[config.mk]
export PLATFORM = sky130hd
export DESIGN_NAME = uart_tx_buffer
export DESIGN_NICKNAME = d
export VERILOG_FILES = /design/src/rtl/uart_pkg.sv /design/src/rtl/uart_tx_fifo.sv /design/src/rtl/uart_tx_buffer.sv
export SDC_FILE = /design/constraint.sdc
export NUM_CORES = 1
export LEC_CHECK = 0
export CORE_UTILIZATION = 45
export CTS_CLUSTER_SIZE = 20
export DETAILED_ROUTE_END_ITERATION = 16
export PLACE_DENSITY = 0.64
export SLEW_MARGIN = 40
export SYNTH_ARGS = -nofsm -noshare
export SYNTH_HDL_FRONTEND = slang
export SYNTH_HIERARCHICAL = 1
export SYNTH_SLANG_ARGS = --single-unit
[constraint.sdc]
create_clock -name clk -period 3.1 [get_ports clk]
set_input_delay 0.62 -clock clk [delete_from_list [all_inputs] [get_ports clk]]
set_output_delay 0.62 -clock clk [all_outputs]
set_load 0.02 [all_outputs]
[src/rtl/uart_pkg.sv]
// Shared definitions for the UART transmit buffer: FSM state encoding,
// default baud divisor and frame length. The frame length and the parity
// helper depend on the optional macro UART_TX_PARITY_EN.
package uart_pkg;

    // 50 MHz system clock / 115200 baud
    localparam int unsigned DEFAULT_CLKS_PER_BIT = 434;

    // The PARITY encoding is reserved even when parity is not built in
    typedef enum logic [2:0] {
        ST_IDLE   = 3'd0,
        ST_START  = 3'd1,
        ST_DATA   = 3'd2,
        ST_PARITY = 3'd3,
        ST_STOP   = 3'd4
    } tx_state_e;

`ifdef UART_TX_PARITY_EN
    // start + 8 data + parity + stop
    localparam int unsigned FRAME_BITS = 11;

    // Even parity over one data byte
    function automatic logic even_parity(input logic [7:0] data);
        return ^data;
    endfunction
`else
    // start + 8 data + stop
    localparam int unsigned FRAME_BITS = 10;
`endif

endpackage

[src/rtl/uart_tx_fifo.sv]
// Synchronous byte FIFO in front of the UART serializer. Pointers wrap
// naturally (FIFO_DEPTH is a power of two); the occupancy count is one bit
// wider so that full and empty are both decoded directly from it.
module uart_tx_fifo
    import uart_pkg::*;
#(
    parameter int unsigned FIFO_DEPTH = 8
) (
    input  logic                          clk,
    input  logic                          rst_n,
    input  logic                          push,
    input  logic                          pop,
    input  logic [7:0]                    din,
    output logic [7:0]                    dout,
    output logic [$clog2(FIFO_DEPTH):0]   count,
    output logic                          full,
    output logic                          empty
);

    localparam int unsigned AW = $clog2(FIFO_DEPTH);
    localparam int unsigned CW = AW + 1;

    logic [7:0]    mem_r [FIFO_DEPTH];
    logic [AW-1:0] wr_ptr_r;
    logic [AW-1:0] rd_ptr_r;
    logic [CW-1:0] count_r;
    logic [CW-1:0] count_nxt_s;
    logic          full_s;
    logic          empty_s;
    logic          push_ok_s;
    logic          pop_ok_s;

    assign full_s    = (count_r == CW'(FIFO_DEPTH));
    assign empty_s   = (count_r == CW'(0));
    assign push_ok_s = push && !full_s;
    assign pop_ok_s  = pop && !empty_s;

    assign dout  = mem_r[rd_ptr_r];
    assign count = count_r;
    assign full  = full_s;
    assign empty = empty_s;

    // Next occupancy: simultaneous push and pop leave the count unchanged
    always_comb begin
        count_nxt_s = count_r;
        case ({push_ok_s, pop_ok_s})
            2'b10:   count_nxt_s = count_r + CW'(1);
            2'b01:   count_nxt_s = count_r - CW'(1);
            default: count_nxt_s = count_r;
        endcase
    end

    // Storage array; cleared on reset so no stale byte is ever observable
    always_ff @(posedge clk or negedge rst_n) begin
        if (!rst_n) begin
            for (int unsigned i = 0; i < FIFO_DEPTH; i++) begin
                mem_r[i] <= 8'h00;
            end
        end else if (push_ok_s) begin
            mem_r[wr_ptr_r] <= din;
        end
    end

    // Read/write pointers and occupancy count
    always_ff @(posedge clk or negedge rst_n) begin
        if (!rst_n) begin
            wr_ptr_r <= AW'(0);
            rd_ptr_r <= AW'(0);
            count_r  <= CW'(0);
        end else begin
            if (push_ok_s) begin
                wr_ptr_r <= wr_ptr_r + AW'(1);
            end
            if (pop_ok_s) begin
                rd_ptr_r <= rd_ptr_r + AW'(1);
            end
            count_r <= count_nxt_s;
        end
    end

endmodule

[src/rtl/uart_tx_buffer.sv]
// Write-only UART transmitter behind the MMU's UART window. Store bytes
// strobed by UARTEnable are queued in uart_tx_fifo and serialized 8N1,
// LSB first, on tx. uartfull back-pressures the MMU.
// Optional: define UART_TX_PARITY_EN to insert an even-parity bit between
// the data bits and the stop bit (11 bit periods per frame).
module uart_tx_buffer
    import uart_pkg::*;
#(
    parameter int unsigned CLKS_PER_BIT = DEFAULT_CLKS_PER_BIT,
    parameter int unsigned FIFO_DEPTH   = 8
) (
    input  logic       clk,
    input  logic       rst_n,
    input  logic       UARTEnable,
    input  logic [7:0] wr_data,
    output logic       uartfull,
    output logic       tx,
    output logic       busy
);

    localparam int unsigned CW = $clog2(FIFO_DEPTH) + 1;
    localparam int unsigned BW = $clog2(CLKS_PER_BIT);

    tx_state_e     state_r;
    logic [7:0]    shift_r;
    logic [BW-1:0] baud_r;
    logic [2:0]    bit_idx_r;
    logic          tx_r;
    logic          busy_r;
`ifdef UART_TX_PARITY_EN
    logic          parity_r;
`endif

    logic          push_s;
    logic          pop_s;
    logic          baud_end_s;
    logic [7:0]    fifo_dout_s;
    logic [CW-1:0] fifo_count_s;
    logic          fifo_full_s;
    logic          fifo_empty_s;

    // A write is taken only when the registered full flag is clear, so a
    // write in the same cycle as the freeing pop is still refused
    assign push_s     = UARTEnable && !fifo_full_s;
    assign pop_s      = (state_r == ST_IDLE) && !fifo_empty_s;
    assign baud_end_s = (baud_r == BW'(CLKS_PER_BIT - 1));

    assign uartfull = (fifo_count_s == CW'(FIFO_DEPTH));
    assign tx       = tx_r;
    assign busy     = busy_r;

    uart_tx_fifo #(
        .FIFO_DEPTH (FIFO_DEPTH)
    ) u_fifo (
        .clk   (clk),
        .rst_n (rst_n),
        .push  (push_s),
        .pop   (pop_s),
        .din   (wr_data),
        .dout  (fifo_dout_s),
        .count (fifo_count_s),
        .full  (fifo_full_s),
        .empty (fifo_empty_s)
    );

    // Frame serializer: state, baud counter, shifter and registered tx/busy
    always_ff @(posedge clk or negedge rst_n) begin
        if (!rst_n) begin
            state_r   <= ST_IDLE;
            shift_r   <= 8'h00;
            baud_r    <= BW'(0);
            bit_idx_r <= 3'd0;
            tx_r      <= 1'b1;
            busy_r    <= 1'b0;
`ifdef UART_TX_PARITY_EN
            parity_r  <= 1'b0;
`endif
        end else begin
            case (state_r)
                ST_IDLE: begin
                    if (!fifo_empty_s) begin
                        // Pop the head and drive the start bit next cycle
                        shift_r   <= fifo_dout_s;
                        baud_r    <= BW'(0);
                        bit_idx_r <= 3'd0;
                        tx_r      <= 1'b0;
                        busy_r    <= 1'b1;
                        state_r   <= ST_START;
`ifdef UART_TX_PARITY_EN
                        parity_r  <= even_parity(fifo_dout_s);
`endif
                    end else begin
                        tx_r   <= 1'b1;
                        busy_r <= push_s;
                    end
                end

                ST_START: begin
                    if (baud_end_s) begin
                        baud_r  <= BW'(0);
                        tx_r    <= shift_r[0];
                        state_r <= ST_DATA;
                    end else begin
                        baud_r <= baud_r + BW'(1);
                    end
                end

                ST_DATA: begin
                    if (baud_end_s) begin
                        baud_r <= BW'(0);
                        if (bit_idx_r == 3'd7) begin
`ifdef UART_TX_PARITY_EN
                            tx_r    <= parity_r;
                            state_r <= ST_PARITY;
`else
                            tx_r    <= 1'b1;
                            state_r <= ST_STOP;
`endif
                        end else begin
                            shift_r   <= {1'b0, shift_r[7:1]};
                            bit_idx_r <= bit_idx_r + 3'd1;
                            tx_r      <= shift_r[1];
                        end
                    end else begin
                        baud_r <= baud_r + BW'(1);
                    end
                end

`ifdef UART_TX_PARITY_EN
                ST_PARITY: begin
                    if (baud_end_s) begin
                        baud_r  <= BW'(0);
                        tx_r    <= 1'b1;
                        state_r <= ST_STOP;
                    end else begin
                        baud_r <= baud_r + BW'(1);
                    end
                end
`endif

                ST_STOP: begin
                    if (baud_end_s) begin
                        // No pop happens in STOP, so the FIFO is non-empty
                        // after this edge iff it is now or a push lands now
                        baud_r  <= BW'(0);
                        tx_r    <= 1'b1;
                        busy_r  <= !fifo_empty_s || push_s;
                        state_r <= ST_IDLE;
                    end else begin
                        baud_r <= baud_r + BW'(1);
                    end
                end

                default: begin
                    // Unreachable encoding: fall back to a safe idle line
                    baud_r  <= BW'(0);
                    tx_r    <= 1'b1;
                    busy_r  <= !fifo_empty_s;
                    state_r <= ST_IDLE;
                end
            endcase
        end
    end

endmodule

=== Yosys cells after proc, flatten, opt, wreduce, memory -nomap -nowiden ===
Cells that the tools add are included.

* Register bits after elaboration: 99
* Bits of input ports: 11
* Word-level logic and storage cells: 94

* Add/sub/neg operators: 6
* Order comparisons: 3
* Equal/unequal tests: 14
* Multiplexer cells: 33
* Bitwise operators: 3
* Reduce and logical (&&, ||, !) cells: 18

{| class="wikitable"
|+ Operator list
! operator !! number
|-
| 64-bit bitwise mux || 1
|-
| 8-bit two-way mux || 6
|-
| 8-bit binary-select mux with 3-bit select || 1
|-
| 8-bit demux with 3-bit select || 1
|-
| 3-bit two-way mux || 8
|-
| 9-bit two-way mux || 2
|-
| 9-bit one-hot mux with 2 select lines || 1
|-
| 8-bit one-hot mux with 2 select lines || 1
|-
| 2-bit inequality test (second input constant) || 6
|-
| 3-bit one-hot mux with 4 select lines || 1
|-
| 3-bit by 1-bit adder with 3-bit output (second input constant) || 3
|-
| 9-bit by 1-bit adder with 9-bit output (second input constant) || 1
|-
| 9-bit equality test (second input constant) || 1
|-
| 4-bit greater-or-equal comparator (second input constant) || 2
|-
| 3-bit NOT with 4-bit output || 2
|-
| 4-bit one-hot mux with 2 select lines || 1
|-
| 1-bit two-way mux || 7
|-
| 3-bit equality test (second input constant) || 2
|-
| 3-bit one-hot mux with 2 select lines || 1
|-
| 1-bit logical AND || 5
|-
| 5-bit AND reduction || 1
|-
| 4-bit by 1-bit adder with 4-bit output (second input constant) || 1
|-
| 4-bit equality test (second input constant) || 1
|-
| 4-bit zero test || 1
|-
| 18 further kinds || 20
|}

=== Longest topological paths before layout ===
Gate-level depths: netlist of run 1.

* Depth in word-level cells: 6
* Depth in mapped cells: 11
* Depth with buffers taken out: 9

=== Modules after synthesis ===
Netlist of run 1, hierarchy kept.

{| class="wikitable"
|+ Modules (own cells, without submodules)
! module !! times used !! cells an instance !! area each (um2)
|-
| uart_tx_fifo || 1 || 227 || 3573.4
|-
| uart_tx_buffer || 1 || 130 || 1401.3
|}

=== Least setup slack after synthesis of run 1 ===
Ideal clock, no wire load.

* Path kind: register -> register
* Start point: reg u_fifo.count_r[0], in the netlist u_fifo/count[0]
* End point: reg u_fifo.count_r[3], in the netlist u_fifo/count[3]
* Arrival time: 2.847 ns
* Data required time: 2.966 ns
* Path slack: 0.120 ns
* Stages on the path, launching flop included: 12
* Cells stage by stage: dfrtp_1 buf_4 or4b_1 buf_6 inv_8 nor2b_1 nand2_1 ha_1 ha_1 or4b_2 o311ai_0 o211ai_1

* Cells in the longest elaborated chain, start to end: 6

{| class="wikitable"
|+ RTL lines
! item !! RTL line !! text
|-
| from (decl) || uart_tx_fifo.sv:26 || <nowiki>logic [CW-1:0] count_r;</nowiki>
|-
| from (signal assigned) || uart_tx_fifo.sv:77 || <nowiki>count_r <= count_nxt_s;</nowiki>
|-
| 4-bit equality test * || uart_tx_fifo.sv:33 || <nowiki>assign full_s = (count_r == CW'(FIFO_DEPTH));</nowiki>
|-
| net fifo_full_s || uart_tx_buffer.sv:39 || <nowiki>logic fifo_full_s;</nowiki>
|-
| 1-bit zero test * || uart_tx_buffer.sv:44 || <nowiki>assign push_s = UARTEnable && !fifo_full_s;</nowiki>
|-
| 1-bit logical AND * || uart_tx_buffer.sv:44 ||
|-
| net push_s || uart_tx_buffer.sv:34 || <nowiki>logic push_s;</nowiki>
|-
| 1-bit logical AND * || uart_tx_fifo.sv:35 || <nowiki>assign push_ok_s = push && !full_s;</nowiki>
|-
| 2-bit by 1-bit equality test with 1-bit output or 2-bit equality test (tied branches) || uart_tx_fifo.sv:46 || <nowiki>case ({push_ok_s, pop_ok_s})</nowiki>
|-
| 4-bit one-hot mux with 2 select lines or 2-bit nonzero test (tied branches) || n/a ||
|}

The timed path passes the listed nets; every way through them passes the cells marked *.
A chain may end at the register's enable or synchronous reset.

=== Worst setup path after layout of run 1 ===
* Start point: reg u_fifo.count_r[2], in the netlist u_fifo/count[2]
* End point: reg u_fifo.count_r[3], in the netlist u_fifo/count[3]

The elaborated chain is that of the path after synthesis.

==> results of run 1 <==
## worst paths after layout
path / from / to / slack, ns / cells past startpoint
min: rst_n / baud_r[2] / 0.25 / 1
max reg2reg: u_fifo/count[2] / u_fifo/count[3] / 0.12 / 9
min reg2reg: u_fifo/mem_r[8] / u_fifo/mem_r[8] / 0.50 / 1
max in group asynchronous: rst_n / baud_r[4] / 2.16 / 2
max: u_fifo/count[2] / u_fifo/count[3] / 0.12 / 9
min in group clk: u_fifo/mem_r[8] / u_fifo/mem_r[8] / 0.50 / 1
## power groups by stage
stage	registers (W)	clock network, W	logic [W]
3_3_place_gp	0.00205	0	0.00125
3_5_place_dp	0.00208	0	0.00129
5_1_grt	0.00213	0.000947	0.00139
4_1_cts	0.00205	0.000892	0.00130
6_report	0.00206	0.000867	0.00128
2_1_floorplan	0.00194	0	0.00109
## layout make-up
class / instances / area (um^2)
timing repair buffer: 30 / 267.8
inverter: 12 / 52.55
tap: 140 / 175.2
clock inverter: 6 / 73.82
multi-input combinational: 230 / 2362
clock buffer: 10 / 127.6
sequential: 99 / 2479
fill: 898 / 5255
## stage by stage
step / utilization / instances / cell area [um^2] / hold WS (ns) / total power (W)
2_1_floorplan: - / 357 / 4975 / 0.3244 / 0.003036
3_3_place_gp: 0.4932 / 511 / 5323 / 0.4667 / 0.003302
3_5_place_dp: 0.4932 / 511 / 5323 / 0.4749 / 0.003368
4_1_cts: 0.5118 / 527 / 5524 / 0.2676 / 0.004240
5_1_grt: 0.5131 / 527 / 5538 / 0.2877 / 0.004458
6_report: 0.5131 / 527 / 5538 / 0.2546 / 0.004205
## cell families after synthesis
family                   Yosys count
multiplexers                     111
flip-flops                        99
AND/OR/NAND/NOR                   71
buffers and inverters             28
AO/OA/AOI/OAI                     24
XOR/XNOR                          14
adder cells (fa/ha/maj)           10
## Yosys cell counts, drive strengths merged (3+ instances only)
cell type	number	area [um^2]
nand3	7	40.04
nand2	17	63.81
nor3	7	46.30
a21oi	7	38.79
o21ai	6	30.03
ha	9	112.6
nor4	3	40.04
nand4	3	33.78
inv	12	52.55
nor4b	4	65.07
nor2	12	45.04
mux2i	3	30.03
xnor2	12	105.1
mux2	92	1036
nor2b	3	18.77
nor3b	5	48.80
dfrtp	98	2452
clkbuf	4	16.26
buf	12	78.82
mux4	16	360.4
## per-layer routing
metal	vias up	global-route usage	share of wire
li1	1357	-	-
met1	1482	0.2323	0.47
met2	36	0.3060	0.49
met3	11	0.05836	0.030
met4	0	0.03816	0.0075
met5	-	0	0
## sequential cells by signal, indices dropped and copies added, names as in the netlist
register	count
u_fifo/count	4
baud_r	9
bit_idx_r	3
u_fifo/wr_ptr_r	3
tx	1
u_fifo/rd_ptr_r	3
busy	1
shift_r	8
u_fifo/mem_r	64
state_r	3
## repair_timing
| item | 4_1_cts | 5_1_grt |
|---|---|---|
| setup buffers | 0 | 0 |
| setup endpoints to repair | 0 | 1 |
| resized for setup | 0 | 2 |
==> results.toml, run 1 <==
[logic_synthesis]
yosys_warnings = 6
avgSynthCellArea_um2 = 13.93
synth-seq-cells = 99
synth_simple_gate_area_share = 0.1006
synth_adder_area_share = 0.02666
synthXorXnorAreaFrac = 0.02465
yosysSeqAreaShare = 0.4982
synth_compound_area_frac = 0.03345
synth_edf_count = 0
syn_nets = 378
synth_top_family_by_area = "multiplexers"
synth_flop_cell = "dfrtp_1"
synthMuxAreaShare = 0.2867
async_flop_share = 1.000
synth.distinct_cells = 56
netlist_instances = 357
synth.cell_area_um2 = 4975

[routing]
ant_nets = 0
wl_per_cell_um = 17.79
drtIter0Drc = 87
vias = 2886
drc = 0
drtPass1Iterations = 4
wl_mm = 9.376
vias_per_cell = 5.476

[power_and_ir_drop]
comb_power_share = 0.304
ir_drop_uv = 464.9
p_leak_nw = 2.320
p_sw_frac = 0.2964
internal-power_w = 0.002958
clock_power_share = 0.206
seqPwrFrac = 0.490
p_per_area_nw_per_um2 = 759.3
switchingPower_w = 0.001246

[worst_setup_path]
crit_chain = "or4b_1, inv_8, nor2b_1, nand2_1, ha_1, ha_1, or4b_2, o311ai_0, o211ai_1"
criticalPathCategory = "flop to flop"
cp-start-kind = "flop"
crit_required_ns = 3.36
slowest_stage = "or4b_1"
worstSetupEndpointType = "flop"
max_stage_delay_ns = 0.69
crit_arrival_ns = 3.24
cp_top_family = "simple AND/OR/NAND/NOR gates"
path_buf_inv = 1
cp_max_fo = 6
crit_top_cell = "ha_1"

[floorplanning]
ios = 14
dieArea_um2 = 11480
fp.dieW_um = 107.1
die_h_um = 107.1
start_util = 0.4609
fp-row-count = 38
core_area_um2 = 10790

[layout]
final_common_cell = "dfrtp_1"
drive_above_1_share = 0.4083
nNetsFinal = 403
layout_common_cells = "98 x dfrtp_1, 91 x mux2_2, 17 x nand2_1, 17 x buf_4, 16 x mux4_2"
n_antenna_cell = 0
areaGrowthSynthToFinish_pct = 11.32

[run]
cap_violations = 0

[timing]
hold_viol = 0
setup_viol = 0
relSlewSlack = 0.5670
worstMarginPinSlew_ns = 0.6495
finClkSkew_ns = 0.008939
worst_slack_ns = 0.1190
period_needed_ns = 2.981
rsz0062_at_grt = "false"
timing.fmax_mhz = 335.5
tns_ns = 0
drv_slew = 0
finalCritPeriodShare = 0.9616

[cts]
cts_hold_buf = 0
numCtsBuffers = 9
cts_tree = "yes"
clock_insertion_delay_worst_skew_ns = 0.38
root_buffer = "clkbuf_8"
htree_levels = 3
clkTransAtPathRegs_ns = 0.10
cts_buffer_depth = 2
cts.sink_count = 99

[place]
hpwl_mm = 6.172
gp_congestion = 0.8050
io_buffers = 13
pre_cts_ws_ns = 0.1036

[grt]
grt.overflow.total = 0
grt_max_degree = 48
grt_pass1_wl_mm = 15.47
antenna_found_initial = 0
grt_usage = 0.1828
grt_pass1_vias = 2954

[worst_hold_path]
min_path_type = "input port to asynchronous set/reset pin"

[outcome]
status = "finished clean"
Power figures use the tool's default switching activity.
==> run 2, diff against run 1 <==
- PLACE_DENSITY: 0.64 -> 0.61
- clock period: 3.1 -> 2.89 ns (I/O delays scaled with it)
==> results.toml, run 2 (same netlist as run 1, synthesis figures left out) <==
[worst_setup_path]
crit_required_ns = 3.14
worstSetupEndpointType = "flop"
cp_max_fo = 6
cp-start-kind = "flop"
crit_arrival_ns = 2.97
criticalPathCategory = "flop to flop"

[routing]
drtPass1Iterations = 4
drc = 0
ant_nets = 0
wl_mm = 9.272
drtIter0Drc = 114
vias_per_cell = 5.513
vias = 2933
wl_per_cell_um = 17.43

[worst_hold_path]
min_path_type = "input port to asynchronous set/reset pin"

[grt]
grt_pass1_wl_mm = 15.22
grt_pass1_vias = 2931
grt_max_degree = 60
antenna_found_initial = 0
grt.overflow.total = 0
grt_usage = 0.1788

[layout]
fillerInstances = 910
nNetsFinal = 408
layout_common_cells = "98 x dfrtp_1, 91 x mux2_2, 21 x buf_4"
final_area_um2 = 5603
n_antenna_cell = 0
areaGrowthSynthToFinish_pct = 12.63
final_common_cell = "dfrtp_1"
largest_reg_flops = 64
reg.largest.list = "u_fifo/mem_r x64, baud_r x9, shift_r x8"
utilization = 0.5191
largest_register = "u_fifo/mem_r"
drive_above_1_share = 0.4235
stdcell_count = 532

[power_and_ir_drop]
p_per_area_nw_per_um2 = 808.4
clock_power_share = 0.200
seqPwrFrac = 0.488
p_leak_nw = 2.348
internal-power_w = 0.003201
switchingPower_w = 0.001328
ir_drop_uv = 460.6
p_sw_frac = 0.2932
comb_power_share = 0.311

[timing]
finClkSkew_ns = 0.01453
relSlewSlack = 0.5275
worstMarginPinSlew_ns = 0.7087
rsz0062_at_grt = "false"
timing.fmax_mhz = 367.9
drv_slew = 0
finalCritPeriodShare = 0.9404
hold_viol = 0
tns_ns = 0
setup_viol = 0
period_needed_ns = 2.718

[cts]
root_buffer = "clkbuf_8"
clock_insertion_delay_worst_skew_ns = 0.38
cts.sink_count = 99
numCtsBuffers = 9
clkTransAtPathRegs_ns = 0.10
cts_tree = "yes"
htree_levels = 3
cts_resized = 0
cts_hold_buf = 0
post_cts_buffers = 0
cts_buffer_depth = 2

[outcome]
status = "finished clean"

[floorplanning]
die_h_um = 107.1
fp.dieW_um = 107.1
ios = 14
dieArea_um2 = 11480
fp-row-count = 38
core_area_um2 = 10790
start_util = 0.4609

[run]
cap_violations = 0

[place]
placed_area_um2 = 5394
io_buffers = 13
dpl.cell_count = 516
hpwl_mm = 6.236
gp_congestion = 0.7824
==> run 2: power groups by stage <==
stage	combinational, W	sequential (W)	clock, W
after floorplan	0.00118	0.00209	0
after global placement	0.00138	0.00221	0
after detailed placement	0.00142	0.00223	0
after CTS	0.00143	0.00221	0.000942
after global routing	0.00153	0.00228	0.000990
final	0.00141	0.00221	0.000908
==> run 2: layer usage <==
metal / part of all wire / GRT usage
met2: 0.48 / 0.2806
met3: 0.027 / 0.04559
met5: 0 / 0
met4: 0.013 / 0.05577
met1: 0.48 / 0.2438
==> run 2: final cells by class <==
class	count	area (um^2)	share of cell area
inverter	12	52.55	0.009379
timing repair buffer	35	317.8	0.05672
clock inverter	6	70.07	0.01251
multi-input combinational	230	2381	0.4250
tap	140	175.2	0.03126
clock buffer	10	127.6	0.02278
sequential	99	2479	0.4424
==> run 2: path summary, 6_finish.rpt <==
path                            startpoint               end  slack, ns  cells after the start
max in group asynchronous            rst_n  u_fifo/mem_r[17]       2.02                      2
min in group clk           u_fifo/mem_r[8]   u_fifo/mem_r[8]       0.49                      1
setup reg to reg           u_fifo/count[2]   u_fifo/count[3]       0.17                      9
setup / recovery           u_fifo/count[2]   u_fifo/count[3]       0.17                      9
hold / removal                       rst_n  u_fifo/mem_r[40]       0.19                      1
hold reg to reg            u_fifo/mem_r[8]   u_fifo/mem_r[8]       0.49                      1
==> run 2: worst max-delay path, cell delays in order (launching register included) <==
cell and delay, ns:
dfrtp_1 0.46, nor4_2 0.38, nor4_2 0.12, o41ai_2 0.10, inv_1 0.18, ha_4 0.19, ha_1 0.28, or4b_2 0.63
o311ai_0 0.12, o211ai_1 0.12
==> run 2: through the flow <==
stage          power [W]  hold WS (ns)  setup WS (ns)
2_1_floorplan   0.003267        0.2824        0.03938
3_3_place_gp    0.003590        0.4665         0.1057
3_5_place_dp    0.003656        0.4764        0.04594
4_1_cts         0.004575        0.1936        0.03055
5_1_grt         0.004808        0.2025       0.004039
6_report        0.004530        0.1872         0.1722
==> run 3, diff against run 2 <==
- CORE_MARGIN: default -> 5
- CORE_UTILIZATION: 45 -> 34
- PLACE_DENSITY: 0.61 -> 0.49
==> results.toml, run 3 (same netlist as run 1, synthesis figures left out) <==
[worst_setup_path]
crit_required_ns = 3.10
cp_max_fo = 6
worstReg2RegStart = "u_fifo/count[2]"
crit_start = "u_fifo/count[2]"
crit_arrival_ns = 2.89
worstSetupEndpointType = "flop"
cp-start-kind = "flop"
criticalPathCategory = "flop to flop"

[grt]
grt.overflow.total = 0
grt_usage = 0.1266
grt_pass1_wl_mm = 16.62
antenna_found_initial = 0
grt_max_degree = 59
grt_pass1_vias = 3147

[cts]
clkTransAtPathRegs_ns = 0.07
cts_hold_buf = 0
cts.sink_count = 99
clock_insertion_delay_worst_skew_ns = 0.34
numCtsBuffers = 9
cts_buffer_depth = 2
root_buffer = "clkbuf_16"
htree_levels = 3
cts_tree = "yes"

[power_and_ir_drop]
p_per_area_nw_per_um2 = 865.3
ir_drop_uv = 396.8
p_leak_nw = 2.432
finalPower_w = 0.005037

[timing]
finalCritPeriodShare = 0.9275
rsz0062_at_grt = "false"
hold_viol = 0
finClkSkew_ns = 0.007428
drv_slew = 0
relSlewSlack = 0.5735
period_needed_ns = 2.680
worstMarginPinSlew_ns = 0.6398
setup_viol = 0
tns_ns = 0
timing.fmax_mhz = 373.1

[floorplanning]
dieArea_um2 = 17150
ios = 14
fp.dieW_um = 131.0
core_area_um2 = 14420
fp-row-count = 44
start_util = 0.3449
die_h_um = 131.0

[layout]
drive_above_1_share = 0.4278
reg.largest.list = "u_fifo/mem_r x64, baud_r x9, shift_r x8"
nNetsFinal = 411
n_antenna_cell = 0
layout_common_cells = "98 x dfrtp_1, 91 x mux2_2, 25 x buf_4"
fillerInstances = 1368
areaGrowthSynthToFinish_pct = 17.03
largest_reg_flops = 64
final_common_cell = "dfrtp_1"
largest_register = "u_fifo/mem_r"

[routing]
wl_per_cell_um = 17.02
vias_per_cell = 5.098
drtIter0Drc = 143
drtPass1Iterations = 4
drc = 0
vias = 2952
ant_nets = 0
wl_mm = 9.852

[worst_hold_path]
min_path_type = "input port to asynchronous set/reset pin"

[run]
cap_violations = 0

[place]
gp_congestion = 0.7641
hpwl_mm = 6.508
io_buffers = 13

[outcome]
status = "finished clean"
==> run 3: changes by cell type in the layout (fill, tap and decap cells not counted), sizes merged <==
cell,delta
inv,-2
buf,+3
bufinv,+2
==> run 3: per-stage QoR <==
stage / instance area, um^2 / setup WS, ns / cells / utilization / hold slack (ns)
floorplan: 4996 / 0.03938 / 357 / - / 0.2824
finish: 5822 / 0.2096 / 579 / 0.4036 / 0.2264
detailed placement: 5459 / 0.06585 / 563 / 0.3785 / 0.4845
CTS: 5809 / 0.09408 / 579 / 0.4028 / 0.2438
global placement: 5459 / 0.1153 / 563 / 0.3785 / 0.4831
global route: 5822 / 0.03308 / 579 / 0.4036 / 0.2650
==> run 3: worst paths after layout <==
check	end	slack, ns	cells past startpoint
max in group asynchronous	u_fifo/mem_r[31]	1.95	2
hold reg to reg	u_fifo/mem_r[8]	0.50	1
setup / recovery	u_fifo/count[3]	0.21	9
setup reg to reg	u_fifo/count[3]	0.21	9
hold / removal	baud_r[7]	0.23	1
min in group clk	u_fifo/mem_r[8]	0.50	1
==> run 3: power by group <==
part	total (W)	switching, W	internal [W]
sequential	0.00221	0.000318	0.00189
combinational	0.00143	0.000513	0.000914
clock	0.00140	0.000529	0.000873
==> run 3: per-layer routing <==
metal	up-vias	global-route usage	wire length (um)
met2	28	0.1968	4660
li1	1379	-	-
met4	0	0.06352	277
met3	15	0.02195	174
met5	-	0	0
met1	1530	0.1705	4740
==> run 3: final cells by class <==
type                            count  area [um^2]  share of cell area
Timing Repair Buffer               38        327.8             0.05631
Clock inverter                      6        111.4             0.01913
Clock buffer                       10        239.0             0.04105
Tap cell                          184        230.2             0.03954
Multi-Input combinational cell    230         2382              0.4092
Sequential cell                    99         2479              0.4257
Inverter                           12        52.55            0.009026
==> run 3: worst max-delay path: stages, from the launching register on <==
cell,delay [ns]
dfrtp_1,0.46
or4b_4,0.63
inv_8,0.07
nor2b_1,0.05
nand2_2,0.11
ha_4,0.15
ha_1,0.22
or4b_2,0.62
o311ai_0,0.12
o211ai_1,0.12
==> run 3: what timing repair did <==
action                     CTS  global route
gates resized for setup      0             2
buffers inserted             0             0
setup endpoints to repair    0             1
